## config.mk

```make
export PLATFORM = sky130hd
export DESIGN_NAME = hazard_ctrl
export DESIGN_NICKNAME = d
export VERILOG_FILES = /design/src/rtl/hazard_ctrl.sv
export SDC_FILE = /design/constraint.sdc
export NUM_CORES = 1
export LEC_CHECK = 0
export CORE_MARGIN = 8
export CORE_UTILIZATION = 27
export CTS_CLUSTER_DIAMETER = 40
export CTS_CLUSTER_SIZE = 16
export DETAILED_ROUTE_END_ITERATION = 8
export GPL_ROUTABILITY_DRIVEN = 0
export GPL_TIMING_DRIVEN = 0
export PLACE_DENSITY_LB_ADDON = 0.3
export SLEW_MARGIN = 5
export SYNTH_ARGS = -nofsm -noshare
export SYNTH_HDL_FRONTEND = slang
export SYNTH_SLANG_ARGS = --single-unit
```

## constraint.sdc

```tcl
create_clock -name clock -period 1.6 [get_ports clock]
set_input_delay 0.32 -clock clock [delete_from_list [all_inputs] [get_ports clock]]
set_output_delay 0.32 -clock clock [all_outputs]
set_load 0.01 [all_outputs]
```

## src/rtl/hazard_ctrl.sv

```systemverilog
// hazard_ctrl: load-use stall / redirect flush controller for IF/ID and ID/EX (ports: clock, reset(n), hazard inputs, redirect -> pc_write, ifid_write, ifid_flush, idex_bubble, state_out, stall_count, flush_count; optional HAZARD_PERF_EN perf counters)
module hazard_ctrl #(
  parameter int FLUSH_CYCLES = 2,
  parameter int REG_W = 6,
  parameter int CNT_W = 16
) (
  input  logic             clock,
  input  logic             reset,
  input  logic             idex_MemRead,
  input  logic [REG_W-1:0] idex_rd,
  input  logic [REG_W-1:0] ifid_rs,
  input  logic [REG_W-1:0] ifid_rt,
  input  logic             ifid_uses_rs,
  input  logic             ifid_uses_rt,
  input  logic             redirect,
  output logic             pc_write,
  output logic             ifid_write,
  output logic             ifid_flush,
  output logic             idex_bubble,
  output logic [1:0]       state_out,
  output logic [CNT_W-1:0] stall_count,
  output logic [CNT_W-1:0] flush_count
);
  localparam logic [1:0] RUN = 2'd0;
  localparam logic [1:0] FLUSH = 2'd1;
  logic [1:0] state;
  logic [3:0] fcnt;
  logic hz, flushing, stall;
  assign hz = idex_MemRead && (idex_rd != '0) &&
              ((ifid_uses_rs && ifid_rs == idex_rd) || (ifid_uses_rt && ifid_rt == idex_rd));
  assign flushing = redirect || (state == FLUSH);
  assign stall = !flushing && hz;
  assign pc_write = reset && !stall;
  assign ifid_write = reset && !stall;
  assign ifid_flush = !reset || flushing;
  assign idex_bubble = !reset || flushing || stall;
  assign state_out = state;
  always_ff @(posedge clock or negedge reset) begin
    if (!reset) begin
      state <= RUN;
      fcnt <= '0;
    end else if (redirect) begin
      state <= (FLUSH_CYCLES > 1) ? FLUSH : RUN;
      fcnt <= (FLUSH_CYCLES > 1) ? 4'(FLUSH_CYCLES - 1) : 4'd0;
    end else if (state == FLUSH) begin
      state <= (fcnt == 4'd1) ? RUN : FLUSH;
      fcnt <= fcnt - 4'd1;
    end
  end
`ifdef HAZARD_PERF_EN
  always_ff @(posedge clock or negedge reset) begin
    if (!reset) begin
      stall_count <= '0;
      flush_count <= '0;
    end else begin
      if (stall && stall_count != '1) stall_count <= stall_count + 1'b1;
      if (redirect && flush_count != '1) flush_count <= flush_count + 1'b1;
    end
  end
`else
  assign stall_count = '0;
  assign flush_count = '0;
`endif
endmodule

```

==> impl_results.md <==
- Post-route cell area: 1180 um^2
- CP Launch Type: primary input
- Worst-path maximum fanout: 2
- CP endpoint kind: primary output
- Initial antenna violation count: 0
- Top Usage Layer GRT: met2
- Starting Density: 0.279
- Die Y-Extent: 65.9 um
- CP Launch Point: idex_rd[1]
- Share of async-settable or async-resettable flops after synthesis: 1.00
- First-pass GRT wire length: 2730 um
- WP depth: 6
- Number of max-cap violations: 0
- DR iter-0 viols: 7
- Critical Path End: pc_write
- Worst-path clk slew: 0.04 ns
- Top delay family on crit path: simple AND/OR/NAND/NOR gates
- CP Class: in2out
- CP Data Arrival Time: 1.61 ns
- Worst-path cell chain: buf_8 > or4_4 > o311a_4 > a21boi_2 > buf_4 > buf_6
- Final Cycle Share: 1.20
- Worst vdd ir: 0.715 mV
- Synth top cells by count: buf_4 (34), xnor2_1 (14), dfrtp_1 (5), nor2_1 (5), nand2_1 (3)
- CTS root buffer: clkbuf_4
- Vias in the first global route: 587
- Top cells by area, synth: buf_4 (38%), dfrtp_1 (19%), xnor2_1 (18%)
- Most used flip-flop cell after synthesis: dfrtp_1
- Clk buf depth: 2
- Mapped Area: 673 um^2
- Total Power: 901 uW
- Sink Count: 5
- Slowest CP cell: or4_4
- Avg Synthesized Cell Area: 8.31 um^2
- Most common cell in the netlist: buf_4
- Worst-case reg-to-reg path depth: 4
- Clk Latency, worst-skew pair: 0.24 ns
- RR Startpoint: state_out[0]$_DFFE_PN0N_
- Final setup fails: 3
- Post-Route WL: 1910 um
- Leading area contributor after synthesis: buf_4
- RSZ-0062 raised after global routing: true
- Post-Layout Cell Count: 177
- Via count: 633
- Status: complete, but fails checks
- Critical R2R Capture: fcnt[3]$_DFFE_PN0N_
- Post-route DRC: 0
- Num rows: 18
- Detailed-route vias per instance: 3.58
- R2r setup slk: 0.42 ns
- Static leakage: 0.000654 uW
- Final ANT Viol Nets: 0
- Ys Warns: 0
- Clk_skew: 0.00370 ns
- Achievable Freq: 0.519 GHz
- Die area: 4350 um^2
- Cell count after synthesis: 81
- Ant. Diodes: 0
- Slew Viols, Final: 0
- Peak per-stage delay on the critical path: 0.52 ns
- Grt met3 use: 0.0373
- Placed inst area: 1110 um^2
- Post-synth top area share: 0.379
- Pwr per Cell Area: 763 nW/um^2
- GRT Overall Usage: 0.0797
- Count of state elements after synthesis: 5
- # IOs: 62
- Grt met1 use: 0.0766
- Failing checks: setup timing
- Minimum clock period: 1.93 ns
- Met2 Use GR: 0.151
- Hold WC Path Type: in2async
- Sequential area share after synthesis: 0.186
- Req. time, crit path: 1.28 ns
- Wire length per cell: 10.8 um
- Largest net degree at the start of global routing: 8
- End-of-flow core utilization: 0.490
- Core footprint: 2410 um^2
- DRT Pass-1 Iters: 4
- Post-CTS Hold Fix Bufs: 0
- Netlist cell types: 20
- CTS Buf Count: 3
- Layout net count: 174
- Post-DP HPWL: 1680 um
- Post-synth EDFFs: 0
- Grt total ovfl: 0
- Buffers on Ports: 28
- Share of cells above drive strength 1: 0.361
- H-tree Lvls: 1
- Post-Place Cells: 171
- Die width: 65.9 um
- Clock tree from TritonCTS: yes
- Syn-to-layout area delta: 75.3%
- Worst setup margin: -0.327 ns
- Fin. Hold Viols: 0
- Worst path bufs/invs: 3
## power breakdown
group / internal (uW) / switching, uW
combinational: 287 / 234
sequential: 189 / 50.2
clock: 93.9 / 46.3
total: 570 / 331
## worst min path at each step
| stage | from | end | slack, ns | depth (start not counted) |
|---|---|---|---|---|
| 2_1_floorplan | reset | fcnt[0]$_DFFE_PN0N_ | 0.02 | 0 |
| 3_3_place_gp | fcnt[3]$_DFFE_PN0N_ | fcnt[3]$_DFFE_PN0N_ | 0.53 | 2 |
| 3_5_place_dp | fcnt[3]$_DFFE_PN0N_ | fcnt[3]$_DFFE_PN0N_ | 0.54 | 2 |
| 4_1_cts | reset | state_out[0]$_DFFE_PN0N_ | 0.06 | 1 |
| 5_1_grt | reset | state_out[0]$_DFFE_PN0N_ | 0.09 | 1 |
| 6_report | reset | fcnt[1]$_DFFE_PN0N_ | 0.06 | 1 |
## per-layer routing
| metal | part of all wire | vias up | wire, um |
|---|---|---|---|
| li1 | - | 326 | - |
| met1 | 0.34 | 271 | 657 |
| met2 | 0.52 | 36 | 989 |
| met3 | 0.14 | 0 | 265 |
| met4 | 0 | 0 | 0 |
| met5 | 0 | - | 0 |
## final cells by class
cell class	instances	area, um^2
tap	30	37.5
sequential	5	125
buffer	35	263
inverter	2	7.51
timing repair buffer	30	292
fill	238	1230
multi-input combinational	71	429
clock buffer	4	26.3
## state kept, by name (all words and copies together) (netlist names)
signal,cells
state_out,1
fcnt,4
## placed cells by master (no fill, tap or decap), types with 2 or more instances in the layout
cell,Yosys,routed
a21o_1,2,2
buf_2,0,4
buf_4,34,36
buf_8,0,2
clkbuf_4,0,4
clkdlybuf4s50_1,0,13
conb_1,1,33
dfrtp_1,5,5
dlygate4sd2_1,0,2
dlymetal6s2s_1,0,5
ha_1,2,2
inv_1,2,2
nand2_1,3,3
nand3_1,2,2
nand4_1,2,2
nor2_1,5,4
xnor2_1,14,14
## worst register-to-register path: stages, from the launching register on
cell	delay [ns]
dfrtp_1	0.33
clkbuf_4	0.18
nor4b_1	0.32
xnor2_1	0.17
nor2_1	0.05
## cells by family after synthesis
group	share of synthesized area
AOI/OAI and AO/OA	0.0688
xor gates and xnor gates	0.195
adders and majority gates	0.0372
buffers and inverters	0.396
DFF	0.186
other	0.00557
and+or+nand+nor	0.112
## per-stage QoR
step	hold slack (ns)	TNS (ns)	worst slack (ns)
final	0.0569	-0.878	-0.327
after floorplan	0.0244	-0.327	-0.205
after CTS	0.0578	-1.15	-0.422
after global placement	0.531	-3.70	-1.18
after detailed placement	0.542	-3.74	-1.20
after global routing	0.0876	-0.995	-0.365
## timing repair
action	4_1_cts	5_1_grt
setup buffers	1	1
endpoints found under the setup margin	4	4
cloned	0	0
gates resized for setup	43	8
pin swaps	3	8
Note: power is estimated with default switching activity, not from simulation.
